## config.mk

```make
export PLATFORM = sky130hd
export DESIGN_NAME = bpsk_demodulator
export DESIGN_NICKNAME = d
export VERILOG_FILES = /design/src/rtl/bpsk_demodulator.sv
export SDC_FILE = /design/constraint.sdc
export NUM_CORES = 1
export LEC_CHECK = 0
export ABC_AREA = 1
export CAP_MARGIN = 20
export CORE_ASPECT_RATIO = 1.75
export CORE_MARGIN = 2
export CORE_UTILIZATION = 50
export DETAILED_ROUTE_END_ITERATION = 8
export PLACE_DENSITY = 0.71
export SLEW_MARGIN = 40
export SYNTH_ARGS = -nofsm -noshare
export SYNTH_HDL_FRONTEND = slang
export SYNTH_SLANG_ARGS = --single-unit
```

## constraint.sdc

```tcl
create_clock -name clk -period 6.8 [get_ports clk]
set_clock_uncertainty 0.15 [all_clocks]
set_input_delay 1.02 -clock clk [delete_from_list [all_inputs] [get_ports clk]]
set_output_delay 1.02 -clock clk [all_outputs]
set_load 0.005 [all_outputs]
```

## src/rtl/bpsk_demodulator.sv

```systemverilog
// BPSK receiver: square-reference correlator, sync-word hunt with phase
// ambiguity resolution, and fixed-length payload byte assembly.
module bpsk_demodulator #(
    parameter int                    DATA_WIDTH      = 12,
    parameter int                    SAMPLES_PER_BIT = 32,
    parameter int                    SYNC_WIDTH      = 16,
    parameter logic [SYNC_WIDTH-1:0] SYNC_WORD       = 16'hD391,
    parameter int                    PAYLOAD_BYTES   = 22
) (
    input  logic                  clk,
    input  logic                  rst_n,
    input  logic                  enable,
    input  logic [DATA_WIDTH-1:0] sample,
    input  logic                  sample_valid,
    output logic                  bit_out,
    output logic                  bit_valid,
    output logic                  locked,
    output logic                  inverted,
    output logic [7:0]            byte_data,
    output logic                  byte_valid,
    output logic                  frame_done
);

    localparam int ACC_W = DATA_WIDTH + $clog2(SAMPLES_PER_BIT) + 1;
    localparam int K_W   = $clog2(SAMPLES_PER_BIT);
    localparam int BC_W  = (PAYLOAD_BYTES > 1) ? $clog2(PAYLOAD_BYTES) : 1;

    localparam logic [K_W-1:0]  K_LAST    = K_W'(SAMPLES_PER_BIT - 1);
    localparam logic [K_W-1:0]  K_HALF    = K_W'(SAMPLES_PER_BIT / 2);
    localparam logic [BC_W-1:0] BYTE_LAST = BC_W'(PAYLOAD_BYTES - 1);

    typedef enum logic [1:0] {
        ST_IDLE    = 2'd0,
        ST_HUNT    = 2'd1,
        ST_PAYLOAD = 2'd2
    } state_t;

    // Offset binary minus midpoint is just an MSB flip, then sign-extend.
    function automatic logic signed [ACC_W-1:0] center_sample(input logic [DATA_WIDTH-1:0] raw);
        logic [DATA_WIDTH-1:0] twos;
        twos = {~raw[DATA_WIDTH-1], raw[DATA_WIDTH-2:0]};
        return $signed({{(ACC_W-DATA_WIDTH){twos[DATA_WIDTH-1]}}, twos});
    endfunction

    state_t                  state_r;
    logic [K_W-1:0]          k_r;
    logic signed [ACC_W-1:0] acc_r;
    logic                    raw_bit_r;
    logic [SYNC_WIDTH-2:0]   sync_r;
    logic [2:0]              bit_cnt_r;
    logic [BC_W-1:0]         byte_cnt_r;
    logic [6:0]              byte_sr_r;
    logic                    bit_out_r;
    logic                    bit_valid_r;
    logic                    locked_r;
    logic                    inverted_r;
    logic [7:0]              byte_data_r;
    logic                    byte_valid_r;
    logic                    frame_done_r;

    logic                    accept_s;
    logic signed [ACC_W-1:0] s_ext_s;
    logic signed [ACC_W-1:0] sum_s;
    logic [SYNC_WIDTH-1:0]   sync_next_s;
    logic [7:0]              byte_next_s;

    // Correlator next sum and the shift-register views including the newest bit
    always_comb begin
        accept_s    = enable && sample_valid && (state_r != ST_IDLE);
        s_ext_s     = center_sample(sample);
        if (k_r < K_HALF) begin
            sum_s = acc_r + s_ext_s;
        end else begin
            sum_s = acc_r - s_ext_s;
        end
        sync_next_s = {sync_r, raw_bit_r};
        byte_next_s = {byte_sr_r, bit_out_r};
    end

    // Receiver state machine: correlation, sync hunt, byte assembly, pulses
    always_ff @(posedge clk or negedge rst_n) begin
        if (!rst_n) begin
            state_r      <= ST_IDLE;
            k_r          <= '0;
            acc_r        <= '0;
            raw_bit_r    <= 1'b0;
            sync_r       <= '0;
            bit_cnt_r    <= 3'd0;
            byte_cnt_r   <= '0;
            byte_sr_r    <= 7'd0;
            bit_out_r    <= 1'b0;
            bit_valid_r  <= 1'b0;
            locked_r     <= 1'b0;
            inverted_r   <= 1'b0;
            byte_data_r  <= 8'd0;
            byte_valid_r <= 1'b0;
            frame_done_r <= 1'b0;
        end else begin
            bit_valid_r  <= 1'b0;
            byte_valid_r <= 1'b0;
            frame_done_r <= 1'b0;
            if (!enable) begin
                state_r     <= ST_IDLE;
                k_r         <= '0;
                acc_r       <= '0;
                raw_bit_r   <= 1'b0;
                sync_r      <= '0;
                bit_cnt_r   <= 3'd0;
                byte_cnt_r  <= '0;
                byte_sr_r   <= 7'd0;
                bit_out_r   <= 1'b0;
                locked_r    <= 1'b0;
                inverted_r  <= 1'b0;
                byte_data_r <= 8'd0;
            end else begin
                if (accept_s) begin
                    if (k_r == K_LAST) begin
                        // A zero sum decodes as 1, hence the sign-bit test.
                        k_r         <= '0;
                        acc_r       <= '0;
                        raw_bit_r   <= ~sum_s[ACC_W-1];
                        bit_out_r   <= ~sum_s[ACC_W-1] ^ inverted_r;
                        bit_valid_r <= 1'b1;
                    end else begin
                        k_r   <= k_r + 1'b1;
                        acc_r <= sum_s;
                    end
                end
                case (state_r)
                    ST_IDLE: begin
                        state_r <= ST_HUNT;
                    end
                    ST_HUNT: begin
                        if (bit_valid_r) begin
                            sync_r <= sync_next_s[SYNC_WIDTH-2:0];
                            if (sync_next_s == SYNC_WORD) begin
                                state_r    <= ST_PAYLOAD;
                                locked_r   <= 1'b1;
                                inverted_r <= 1'b0;
                            end else if (sync_next_s == ~SYNC_WORD) begin
                                state_r    <= ST_PAYLOAD;
                                locked_r   <= 1'b1;
                                inverted_r <= 1'b1;
                            end
                        end
                    end
                    ST_PAYLOAD: begin
                        if (frame_done_r) begin
                            // Fresh hunt: stale payload history must not form a sync.
                            state_r    <= ST_HUNT;
                            locked_r   <= 1'b0;
                            inverted_r <= 1'b0;
                            sync_r     <= '0;
                            bit_cnt_r  <= 3'd0;
                            byte_cnt_r <= '0;
                            byte_sr_r  <= 7'd0;
                        end else if (bit_valid_r) begin
                            byte_sr_r <= byte_next_s[6:0];
                            if (bit_cnt_r == 3'd7) begin
                                bit_cnt_r    <= 3'd0;
                                byte_data_r  <= byte_next_s;
                                byte_valid_r <= 1'b1;
                                if (byte_cnt_r == BYTE_LAST) begin
                                    frame_done_r <= 1'b1;
                                end else begin
                                    byte_cnt_r <= byte_cnt_r + 1'b1;
                                end
                            end else begin
                                bit_cnt_r <= bit_cnt_r + 1'b1;
                            end
                        end
                    end
                    default: begin
                        state_r <= ST_IDLE;
                    end
                endcase
            end
        end
    end

    assign bit_out    = bit_out_r;
    assign bit_valid  = bit_valid_r;
    assign locked     = locked_r;
    assign inverted   = inverted_r;
    assign byte_data  = byte_data_r;
    assign byte_valid = byte_valid_r;
    assign frame_done = frame_done_r;

endmodule

```

==> out/results.ini <==
[status]
status=finished, final reports clean

[placement]
numPortBuffers=29
gp_congestion=0.912
dpl_worst_slack_ns=2.70
detailed_place_hpwl_mm=7.41

[job]
cap_viol_max_count=0

[clocking]
clock_sinks=70
cts_tree=done
cts_resized=0
ctsHoldBuffers=0
clockRootBuffer=clkbuf_16
cts_buffers=9
clk_pin_slew_worst_paths_ns=0.06
cts_max_path_buffers=2
postCtsSetupRepairBufs=0
htreeDepth=3
clk-insertion-delay-late_ns=0.33

[drt]
dr.pass1.iters=4
wirelength_mm=9.95
avgRoutedWirePerCell_um=13.8
num_vias=3869
met2_length_mm=5.39
vias_per_cell=5.35
drc_errors=0
wl_met1_mm=3.87
drt_iter0_drc=263
wl_met3_um=301
maxUsedRoutingLayer=met4
final_antenna_net_count=0

[timing]
timing_hold_violations_final=0
tightest_slew_ns=0.660
min_period_ns=3.74
tns_ns=0
setup_viol=0
maxSlewViolCount=0
max_freq_mhz=267
period_share_pct=55.1
setup_ws_ns=3.06
rsz0062_at_grt=false
max_slew_margin_pct=56.0

[critical_path]
critical_path_class=in -> reg
worstSetupStartpointType=input port
worstPathMaxFanout=5
end_kind=register
r2r_setup_slack_ns=3.85
required_ns=6.87
cp.arrival_ns=3.82
r2r-start=k_r[4]
ff2ff_path_depth=17
r2r_end=bit_out

[grt]
antenna_found_initial=0
grtUsageTotal_pct=23.6
grt_pass1_wl_mm=17.3
grt_remaining_overflow=0
grt_max_degree=71
grt_pass1_vias=3942

[floorplan]
die_h_um=127
dieArea_um2=9360
rows=44
coreArea_um2=8310
die_w_um=74
initial_utilization_pct=51.6
pin_count=30

[logic_synthesis]
ys_async_sr_fraction_pct=100
synth_fp_nets=613
synth_largest_area_cell=dfrtp_1
yosysSeqAreaShare_pct=40.9
synth.distinct_cells=40
synth_edf_count=0
syn_inst=572
synth.most_common_cell=nand2_1
syn_area_per_cell_um2=7.50
synth_common_cells=nand2_1 (138), dfrtp_1 (70), nor2_1 (65), inv_1 (64), nand3_1 (40)
ys_ff_latch=70
syn_area_um2=4290
synth_top_cell_area_share_pct=40.9
yosys-top-cells-area=dfrtp_1 (41%), nand2_1 (12%), ha_1 (7.0%), nor2_1 (5.7%), inv_1 (5.6%)
synth-main-ff-cell=dfrtp_1
yosysWarnings=0

[finish]
diodes=0
fin_nets=645
synthToLayoutAreaGrowth_pct=16.4
layout-drive-gt1-share_pct=6.58

[min_path]
min_to=locked
hold_path.startpoint=locked
whs_path_depth=2
hold_class=reg -> reg

[pwr]
ir_drop_v=0.000220
leakage_nw=2.42
pwr_density_cell_nw_per_um2=314

[placed cells by master, fill, tap and decap left out, types with 2 or more instances in the layout]
cell type	n
o21a_1	3
clkdlybuf4s50_1	28
nor4_1	3
o31ai_1	5
a21oi_1	27
nand3_1	40
bufinv_16	2
clkinv_2	2
inv_4	2
nor2_1	65
inv_1	64
dfrtp_1	70
a21o_1	2
ha_1	24
nand4_1	12
nor2_4	3
o21ai_1	25
o21ai_0	33
xor2_1	5
nor2_2	2
xnor2_1	5
nand2_1	138
clkbuf_16	9
inv_2	6
nand2_2	4
clkinvlp_4	3
o22ai_1	4
nor3_1	7
[state kept, by name, summed over array words and instances, names as in the netlist, 2 cells and up]
| signal | cells |
|---|---|
| byte_cnt_r | 5 |
| state_r | 2 |
| acc_r | 18 |
| bit_cnt_r | 3 |
| k_r | 5 |
| sync_r | 15 |
| byte_sr_r | 7 |
| byte_data | 8 |
[routing by layer]
metal | track usage [%] | up-vias
li1 | - | 1948
met1 | 26.0 | 1823
met3 | 4.69 | 30
met5 | 0 | -
met4 | 12.4 | 0
met2 | 41.3 | 68
[critical path, stage by stage]
cell,delay (ns)
clkdlybuf4s50_1,0.43
nor3_1,0.39
nand2_1,0.12
nand2_1,0.11
o21ai_0,0.12
xor2_1,0.16
inv_1,0.07
ha_1,0.35
nand2_1,0.12
nor2_1,0.15
nand3_1,0.08
nand3_1,0.17
nand2_1,0.07
nand2_1,0.11
inv_1,0.06
nand2_1,0.08
nand3b_1,0.08
nand3_1,0.07
nand2_1,0.05
[stage by stage]
stage               utilization, %  instance area [um^2]  total power [mW]  cells  hold WS, ns
global placement              56.2                  4680              1.05    708        0.310
detailed placement            56.3                  4680              1.07    708        0.317
finish                        60.1                  4990              1.57    723        0.326
CTS                           60.1                  4990              1.58    723        0.333
global route                  60.1                  4990              1.68    723        0.362
floorplan                        -                  4290             0.942    572        0.297
[layout make-up]
cell class / instances / area [um^2]
Clock inverter: 6 / 87.6
Inverter: 73 / 280
Sequential cell: 70 / 1750
Clock buffer: 9 / 225
Timing Repair Buffer: 31 / 304
Tap cell: 115 / 144
Multi-Input combinational cell: 419 / 2200
Fill cell: 767 / 3320
[logic make-up (layout without fill, tap and decap cells)]
logic type / count (synthesis) / in the layout / share of synthesized area (%)
buffers and inverters: 83 / 119 / 7.85
AO/OA/AOI/OAI: 104 / 104 / 13.2
adder cells (fa/ha/maj): 25 / 25 / 7.47
XOR/XNOR: 10 / 10 / 2.04
flip-flops: 70 / 70 / 40.9
AND/OR/NAND/NOR: 280 / 280 / 28.6
[worst max-delay path by stage]
stage                          from      end  slack, ns  cells after the start
after CTS                 sample[0]  bit_out       3.06                     21
final                     sample[1]  bit_out       3.06                     19
after detailed placement  sample[0]  bit_out       2.70                     21
after global routing      sample[0]  bit_out       2.65                     21
after floorplan           sample[2]  bit_out       3.57                     18
after global placement    sample[1]  bit_out       2.77                     19
[where the power goes]
| part | leakage (nW) | internal [mW] | total, mW | switching (mW) |
|---|---|---|---|---|
| Combinational | 1.34 | 0.186 | 0.540 | 0.354 |
| Clock | 0.144 | 0.318 | 0.498 | 0.180 |
| Sequential | 0.944 | 0.484 | 0.532 | 0.0480 |
Note: power is estimated with default switching activity, not from simulation.
